**config.mk**
```make
export PLATFORM = sky130hd
export DESIGN_NAME = gpio_out_ctrl
export DESIGN_NICKNAME = d
export VERILOG_FILES = /design/src/rtl/gpio_out_ctrl.sv
export SDC_FILE = /design/constraint.sdc
export NUM_CORES = 1
export LEC_CHECK = 0
export ABC_AREA = 1
export ABC_CLOCK_PERIOD_IN_PS = 2100
export CAP_MARGIN = 5
export CORE_MARGIN = 4
export CORE_UTILIZATION = 41
export DETAILED_ROUTE_END_ITERATION = 6
export GPL_TIMING_DRIVEN = 0
export HOLD_SLACK_MARGIN = 0.1
export PLACE_DENSITY_LB_ADDON = 0.08
export RECOVER_POWER = 100
export SYNTH_ARGS = -nofsm -noshare
export SYNTH_HDL_FRONTEND = slang
export SYNTH_SLANG_ARGS = --single-unit
```
**constraint.sdc**
```tcl
create_clock -name clk -period 2.1 [get_ports clk]
set_input_delay 0.42 -clock clk [delete_from_list [all_inputs] [get_ports clk]]
set_output_delay 0.42 -clock clk [all_outputs]
set_load 0.05 [all_outputs]
```
**src/rtl/gpio_out_ctrl.sv**
```systemverilog
// Memory-mapped GPIO output register with atomic set/clear/toggle writes.
// Define GPIO_OUT_PULSE_EN to build the timed pin-inversion pulse engine.
module gpio_out_ctrl #(
    parameter int          WIDTH     = 8,
    parameter logic [31:0] RESET_VAL = 32'h0,
    parameter int          LEN_W     = 16
) (
    input  logic             clk,
    input  logic             rst,
    input  logic [2:0]       addr,
    input  logic [31:0]      wdata,
    input  logic             we,
    input  logic             re,
    output logic [31:0]      rdata,
    output logic             ready,
    output logic [WIDTH-1:0] GPIO_o,
    output logic             busy
);

    localparam logic [WIDTH-1:0] RST_PINS = RESET_VAL[WIDTH-1:0];

    localparam logic [2:0] A_DATA  = 3'd0;
    localparam logic [2:0] A_SET   = 3'd1;
    localparam logic [2:0] A_CLR   = 3'd2;
    localparam logic [2:0] A_TOG   = 3'd3;
    localparam logic [2:0] A_PULSE = 3'd4;
    localparam logic [2:0] A_LEN   = 3'd5;
    localparam logic [2:0] A_STAT  = 3'd6;

    logic [WIDTH-1:0] data_q;
    logic [WIDTH-1:0] data_nxt;
    logic [WIDTH-1:0] pin_nxt;
    logic [WIDTH-1:0] wbits;
    logic [31:0]      rd_val;
    logic             unused_bits;

    assign wbits       = wdata[WIDTH-1:0];
    assign unused_bits = ^{wdata, LEN_W[0]};

    always_comb begin
        data_nxt = data_q;
        if (we) begin
            unique case (addr)
                A_DATA:  data_nxt = wbits;
                A_SET:   data_nxt = data_q | wbits;
                A_CLR:   data_nxt = data_q & ~wbits;
                A_TOG:   data_nxt = data_q ^ wbits;
                default: data_nxt = data_q;
            endcase
        end
    end

`ifdef GPIO_OUT_PULSE_EN

    typedef enum logic {
        IDLE,
        ACTIVE
    } state_t;

    state_t           state;
    logic [WIDTH-1:0] mask_q;
    logic [WIDTH-1:0] mask_nxt;
    logic [LEN_W-1:0] len_q;
    logic [LEN_W-1:0] cnt_q;
    logic             wr_pulse;
    logic             wr_len;
    logic             idle;
    logic             pulse_start;
    logic             pulse_end;
    logic             busy_nxt;

    assign wr_pulse    = we && (addr == A_PULSE);
    assign wr_len      = we && (addr == A_LEN);
    assign idle        = (state == IDLE);
    assign pulse_start = wr_pulse && idle && (len_q != '0);
    assign pulse_end   = !idle && (cnt_q == LEN_W'(1));

    // MASK is frozen while a pulse runs so it always restores what it inverted
    assign mask_nxt = (wr_pulse && idle) ? wbits : mask_q;
    assign busy_nxt = pulse_start || (!idle && !pulse_end);
    assign busy     = (state == ACTIVE);
    assign pin_nxt  = data_nxt ^ (busy_nxt ? mask_nxt : '0);

    always_ff @(posedge clk or posedge rst) begin
        if (rst) begin
            state  <= IDLE;
            mask_q <= '0;
            len_q  <= '0;
            cnt_q  <= '0;
        end else begin
            mask_q <= mask_nxt;
            if (wr_len) begin
                len_q <= wdata[LEN_W-1:0];
            end
            unique case (state)
                IDLE: begin
                    if (pulse_start) begin
                        cnt_q <= len_q;
                        state <= ACTIVE;
                    end
                end
                ACTIVE: begin
                    cnt_q <= cnt_q - LEN_W'(1);
                    if (pulse_end) begin
                        state <= IDLE;
                    end
                end
                default: state <= IDLE;
            endcase
        end
    end

`else

    assign busy    = 1'b0;
    assign pin_nxt = data_nxt;

`endif

    always_comb begin
        rd_val = '0;
        unique case (addr)
            A_DATA:  rd_val = 32'(data_q);
`ifdef GPIO_OUT_PULSE_EN
            A_PULSE: rd_val = 32'(mask_q);
            A_LEN:   rd_val = 32'(len_q);
            A_STAT:  rd_val = {16'(cnt_q), 15'd0, busy};
`endif
            default: rd_val = '0;
        endcase
    end

    // A combined we+re is a write, so it returns zero data
    always_ff @(posedge clk or posedge rst) begin
        if (rst) begin
            data_q <= RST_PINS;
            GPIO_o <= RST_PINS;
            ready  <= 1'b0;
            rdata  <= '0;
        end else begin
            data_q <= data_nxt;
            GPIO_o <= pin_nxt;
            ready  <= we || re;
            rdata  <= (re && !we) ? rd_val : '0;
        end
    end

endmodule

```
Word-level counts from Yosys, hierarchy flattened. Index checks and enable logic that the tools add are counted.

Flip-flop bits (word level): 41. Latch bits: 0. RAM bits: 0. Memory bits (read-only): 0. Input port bits: 39. Output and inout port bits: 42. Memories kept: 0.

$add $sub $neg: 0. Multipliers: 0. Div/mod/pow operators: 0. Magnitude comparators: 0. Eq/ne operators: 3. Shift-type cells: 0. Muxes and demuxes: 3. Bitwise operators: 4. Reduce and logical (&&, ||, !) cells: 6.

Operators by type and width (count): 32-bit 2-to-1 mux (1); 8-bit one-hot mux with 4 select lines (1); 8-bit AND (1); 8-bit 2-to-1 mux (1); 8-bit inverter (1); 8-bit bitwise OR (1); 8-bit bitwise XOR (1); 3-bit by 2-bit equality test with 1-bit output (second input constant) (2); 4-bit nonzero test (1); 3-bit by 1-bit equality test with 1-bit output (second input constant) (1); 3-bit zero test (1); 2-bit AND reduction (1); 1-bit logical AND (1); 1-bit zero test (1); 1-bit logical OR (1).

Depth between registers and ports, before layout. Gate-level depths: netlist of the first run.

Depth after elaboration: 3. Mapped depth: 7. Mapped depth without buffers: 7.

Worst setup path before layout of the first run. No wires, ideal clock.

Path type: flip-flop to flip-flop. From: reg data_q[1]. To: reg data_q[1]. Arrival: 1292 ps. Data required time: 1982 ps. Path slack: 690 ps. Cell stages (with the launch flop): 7. Period minus slack after synthesis: 1410 ps. Cells stage by stage: dfrtp_1 -> inv_1 -> ha_1 -> nand4_1 -> nand3_1 -> nand2_1 -> nand2_1.

Longest elaborated chain between the ends: 2.

Ends and longest elaborated chain: from (decl) (line 30) `logic [WIDTH-1:0] data_q;`; from (signal assigned) (line 141) `data_q <= data_nxt;`; 8-bit bitwise XOR, or another cell as far along (line 47) `A_TOG: data_nxt = data_q ^ wbits;`; 8-bit one-hot mux with 4 select lines * (line 43) `unique case (addr)`.

Mark *: on every way between the ends. The rest lies on a longest branch, timed or not. A chain may end at the register's enable or synchronous reset.

==> results of run 1 <==
synthesized netlist by cell type:
cell	instances	area, µm²
nand2_1	36	135.1
buf_4	26	195.2
inv_1	19	71.32
dfrtp_1	17	425.4
ha_1	16	200.2
nor2_1	16	60.06
a21oi_1	8	40.04
nand3_1	8	40.04
nand4_1	8	50.05
nor3_2	6	60.06
buf_6	2	22.52
nor3_1	2	10.01
buf_2	1	5.000
conb_1	1	3.750
inv_2	1	3.750
nand2_4	1	11.26
nor2_2	1	6.260
nor2_8	1	20.02
o21ai_4	1	16.27
or2_2	1	6.260
cells in the final DEF (no fill, tap or decap), types with 2 or more instances in the layout:
| cell | count |
|---|---|
| a21oi_1 | 8 |
| buf_4 | 26 |
| buf_6 | 2 |
| clkbuf_4 | 3 |
| clkdlybuf4s50_1 | 17 |
| conb_1 | 25 |
| dfrtp_1 | 17 |
| dlygate4sd3_1 | 14 |
| ha_1 | 16 |
| inv_1 | 19 |
| nand2_1 | 37 |
| nand3_1 | 8 |
| nand4_1 | 8 |
| nor2_1 | 17 |
| nor3_1 | 7 |
kinds of logic after synthesis:
family                   count (synthesis)  share of synthesized area
buffers and inverters                   49                     0.2154
AO/OA/AOI/OAI                            9                    0.04073
flip-flops                              17                     0.3077
adder cells (fa/ha/maj)                 16                     0.1448
AND/OR/NAND/NOR                         80                     0.2887
other                                    1                   0.002712
metrics by stage:
step           instances  instance area (µm²)
2_1_floorplan        196                 1473
3_3_place_gp         271                 1838
6_report             275                 1815
5_1_grt              275                 1815
4_1_cts              275                 1864
3_5_place_dp         271                 1838
where the power goes:
part / leakage [nW] / internal [W] / total, W / switching, W
logic: 0.778 / 0.000149 / 0.000468 / 0.000319
registers: 0.218 / 0.000353 / 0.000381 / 0.0000272
clock network: 0.0150 / 0.0000740 / 0.000182 / 0.000108
total: 1.01 / 0.000576 / 0.00103 / 0.000454
sequential cells by signal, summed over array words and instances, names as in the netlist:
register  flops
data_q        8
rdata         8
ready         1
routing by layer:
| metal | up-vias | track usage |
|---|---|---|
| li1 | 610 | - |
| met1 | 507 | 0.1810 |
| met2 | 66 | 0.2503 |
| met3 | 2 | 0.02891 |
| met4 | 0 | 0.05838 |
| met5 | - | 0 |
final cells by class:
class                      instances  area (µm²)
buffer                            29       222.7
sequential                        17       425.4
multi-input combinational        130       700.7
clock buffer                       4       26.28
tap                               44       55.05
inverter                          20       75.07
timing repair buffer              31       310.3
fill                             279        1313
worst min-delay path by stage:
stage / end
final: data_q[7]
after global routing: data_q[2]
after global placement: data_q[6]
after floorplan: data_q[0]
after CTS: rdata[5]
after detailed placement: data_q[7]
==> results.json, run 1 <==
{
  "hold_violations": 0,
  "slowest_stage": "dlygate4sd3_1",
  "dr.first_iter.drc_count": 32,
  "crit_buf_inv": 1,
  "overflow": 0,
  "finalSetupTns_ps": 0,
  "reg2reg_to": "data_q[3]",
  "fp.dieW_um": 66.07,
  "place_ws_ps": 379.6,
  "fin_hold_ws_ps": 545.2,
  "num_rows": 20,
  "routed_wl_mm": 2.990,
  "wl_per_cell_um": 10.87,
  "initial_core_util": 0.4420,
  "cp-end-kind": "output port",
  "drc": 0,
  "yosysSeqAreaShare": 0.3077,
  "hp-class": "reg -> reg",
  "clk_latency_ps": 300,
  "crit_path_cell_trace": "dlygate4sd3_1",
  "vias": 1185,
  "period_share": 0.9546,
  "cts_sinks": 17,
  "setup_viol": 0,
  "dp_hpwl_mm": 2.332,
  "total_power_w": 0.001031,
  "slew_violations": 0,
  "max_freq_mhz": 498.8,
  "rr_worst_depth": 6,
  "drive_gt1_frac": 0.1602,
  "path_class": "reg -> out",
  "drtAntennaViolNets": 0,
  "grt_use_total": 0.1470,
  "layout.nets": 287,
  "avgSynthCellArea_um2": 8.038,
  "grt_max_degree": 18,
  "die_h_um": 66.07,
  "cts_tree": "built",
  "first_pass_iters": 4,
  "wl_met1_mm": 1.315,
  "h-tree-depth": 1,
  "worst-path-max-fanout": 4,
  "outcome": "finished clean",
  "syn_inst": 172,
  "area_growth_pct": 31.31,
  "setup_slack_ps": 95.29,
  "cts.clk_slew.worst_paths_ps": 100,
  "critPathMaxStageDelay_ps": 890,
  "cp_data_required_time_ps": 1680,
  "period_needed_ps": 2005,
  "hp-start": "data_q[7]",
  "synth_warnings": 0,
  "finClkSkew_ps": 0.3436,
  "cts-resized-gates": 0,
  "utilization": 0.5804,
  "io_pins": 81,
  "clockBufferDepth": 2,
  "clk_root_buffer_cell": "clkbuf_4",
  "r2r_start": "data_q[3]",
  "cp.depth": 1,
  "cts_buffers": 3,
  "core_um2": 3128,
  "r2r_slack_ps": 930,
  "rsz0062_at_grt": "no",
  "antenna_found_initial": 0,
  "viasPerCell": 4.309,
  "cp-endpoint": "GPIO_o[0]",
  "port_buffers": 31,
  "cp-startpoint": "data_q[0]",
  "antennaDiodeCount": 0,
  "crit_family": "buffers and inverters",
  "yosys.cell_types.count": 20,
  "ctsHoldBuffers": 0,
  "hold_depth": 2,
  "design.die.area_um2": 4365,
  "syn-cell-area_um2": 1383,
  "dr_wl_met2_mm": 1.334,
  "routed.top_layer": "met4",
  "ys_seq_elements": 17,
  "p_per_area_nw_per_um2": 567.8,
  "p_leak_nw": 1.012,
  "tightest_slew_ps": 672.5,
  "max_cap_violations": 0,
  "peakVddDrop_mv": 0.2729,
  "gp_congestion": 0.7697,
  "relSlewSlack": 0.5500,
  "grt_pass1_vias": 1210,
  "crit_arrival_ps": 1580,
  "cp-start-kind": "flip-flop",
  "postCtsSetupBuffers": 0,
  "grt_first_pass_wirelength_mm": 5.030,
  "wl_met3_um": 315
}
(Power assumes the default switching activity.)
==> run 2: changes to the inputs <==
--- a/config.mk
+++ b/config.mk
@@ -11,10 +11,10 @@
 export CORE_MARGIN = 4
 export CORE_UTILIZATION = 41
 export DETAILED_ROUTE_END_ITERATION = 6
-export GPL_TIMING_DRIVEN = 0
 export HOLD_SLACK_MARGIN = 0.1
 export PLACE_DENSITY_LB_ADDON = 0.08
 export RECOVER_POWER = 100
+export SETUP_SLACK_MARGIN = 0.15
 export SYNTH_ARGS = -nofsm -noshare
 export SYNTH_HDL_FRONTEND = slang
 export SYNTH_SLANG_ARGS = --single-unit
==> run 2 against run 1 <==
Compared with the run above:
- die area stayed put
- register-to-register slack worse by 20 ps
- sequential power about the same
- sequential share of layout area rose by 2.7 points
- first-iteration DRC count increased by 50%
- via count decreased by 3.9%
- core utilization decreased by 5.9 points
- critical path type unchanged
- largest cell class unchanged
==> results.json, run 2 (synthesized netlist as in run 1, its figures left out) <==
{
  "r2r_slack_ps": 910,
  "layout.nets": 264,
  "design.die.area_um2": 4365,
  "area_growth_pct": 17.92,
  "clockBufferDepth": 2,
  "drtAntennaViolNets": 0,
  "critPathMaxStageDelay_ps": 860,
  "utilization": 0.5212,
  "peakVddDrop_mv": 0.2492,
  "wl_met1_mm": 1.356,
  "final_cell_mix": "nand2_1, conb_1, inv_1",
  "fin_hold_ws_ps": 539.0,
  "core_um2": 3128,
  "p_per_area_nw_per_um2": 604.8,
  "cp-end-kind": "output port",
  "wl_met3_um": 286,
  "cts.clk_slew.worst_paths_ps": 110,
  "io_pins": 81,
  "grt_max_degree": 18,
  "gp_congestion": 0.7687,
  "cp_data_required_time_ps": 1680,
  "wl_per_cell_um": 11.86,
  "port_buffers": 31,
  "period_share": 0.9134,
  "finalSetupTns_ps": 0,
  "path_class": "reg -> out",
  "num_rows": 20,
  "crit_buf_inv": 1,
  "cts_sinks": 17,
  "vias": 1139,
  "slew_violations": 0,
  "routed.top_layer": "met4",
  "finClkSkew_ps": 0.4198,
  "hp-class": "reg -> reg",
  "p_leak_nw": 0.8949,
  "power_frac_seq": 0.384,
  "die_h_um": 66.07,
  "worst-path-max-fanout": 1,
  "place_area_um2": 1660,
  "outcome": "finished clean",
  "cts_buffers": 3,
  "power.switching_w": 0.0004555,
  "crit_path_cell_trace": "dlygate4sd3_1",
  "layoutNonFillerInstCount": 252,
  "dp_hpwl_mm": 2.267,
  "crit_family": "buffers and inverters",
  "drive_gt1_frac": 0.07692,
  "dp.cells": 248,
  "swShare": 0.4620,
  "rsz0062_at_grt": "no",
  "overflow": 0,
  "slowest_stage": "dlygate4sd3_1",
  "power_frac_clock": 0.189,
  "fp.dieW_um": 66.07,
  "initial_core_util": 0.4420,
  "antennaDiodeCount": 0,
  "first_pass_iters": 4,
  "max_cap_violations": 0,
  "drc": 0,
  "stdcell_area_um2": 1630,
  "tightest_slew_ps": 800.9,
  "grt_pass1_vias": 1081,
  "ctsHoldBuffers": 0,
  "hold_violations": 0,
  "clk_latency_ps": 300,
  "viasPerCell": 4.520,
  "routed_wl_mm": 2.988,
  "grt_use_total": 0.1433,
  "dr_wl_met2_mm": 1.314,
  "dr.first_iter.drc_count": 48,
  "grt_first_pass_wirelength_mm": 4.795,
  "final_common_cell": "nand2_1",
  "crit_arrival_ps": 1500,
  "cp-start-kind": "flip-flop",
  "relSlewSlack": 0.4641,
  "antenna_found_initial": 0,
  "max_freq_mhz": 521.4,
  "h-tree-depth": 1,
  "combPwrFrac": 0.426,
  "largestRegisters": "data_q x8, rdata x8, ready x1",
  "setup_viol": 0,
  "cts_tree": "built",
  "p_int_w": 0.0005305,
  "period_needed_ps": 1918,
  "clk_root_buffer_cell": "clkbuf_4"
}
## run 2: cell types whose count changed in the layout (fill, tap and decap cells not counted), moves of 2 or more
cell	delta
buf_4	-20
dlygate4sd2_1	+6
clkdlybuf4s50_1	-5
buf_6	-2
clkbuf_1	+2
dlygate4sd3_1	-3
## run 2: path summary, 6_finish.rpt
path | from | end | depth (start not counted)
setup / recovery | rdata[2] | rdata[2] | 1
hold / removal | data_q[6] | data_q[6] | 2
setup reg to reg | data_q[5] | data_q[5] | 6
hold reg to reg | data_q[6] | data_q[6] | 2
max in group asynchronous | rst | ready | 2
min in group asynchronous | rst | data_q[1] | 2
## run 2: power groups by stage
stage | sequential, W | combinational (W) | clock [W]
global route | 0.000383 | 0.000455 | 0.000204
detailed placement | 0.000386 | 0.000448 | 0
finish | 0.000379 | 0.000420 | 0.000187
CTS | 0.000379 | 0.000438 | 0.000191
floorplan | 0.000476 | 0.000270 | 0
global placement | 0.000384 | 0.000442 | 0
## run 2: cell type report
class | instances | area [µm²]
fillers | 305 | 1498
clock buffers | 4 | 26.28
multi-input cells | 130 | 713.2
well taps | 44 | 55.05
repair buffers | 37 | 335.3
inverters | 20 | 75.07
flip-flops and latches | 17 | 425.4
## run 2: what timing repair did
item / in CTS / in global routing
pin swaps: 0 / 0
buffers inserted: 0 / 0
gates resized for setup: 6 / 2
endpoints found under the setup margin: 6 / 2
gates cloned: 0 / 0
## run 2: metal layers
layer	global-route usage	vias up
met2	0.2466	53
met5	0	-
met1	0.1826	517
met3	0.01701	2
met4	0.05330	0
li1	-	567
## run 2: worst min-delay path: cells and delay by family (launching register included)
| kind | cells | cell delay, ps |
|---|---|---|
| and+or+nand+nor | 2 | 110 |
| DFF | 1 | 390 |
## run 2: stage by stage
stage / setup WS, ps / total power [W]
finish: 181.9 / 0.0009860
global route: 119.4 / 0.001042
detailed placement: 364.7 / 0.0008338
floorplan: 689.6 / 0.0007459
CTS: 153.1 / 0.001007
global placement: 390.0 / 0.0008257
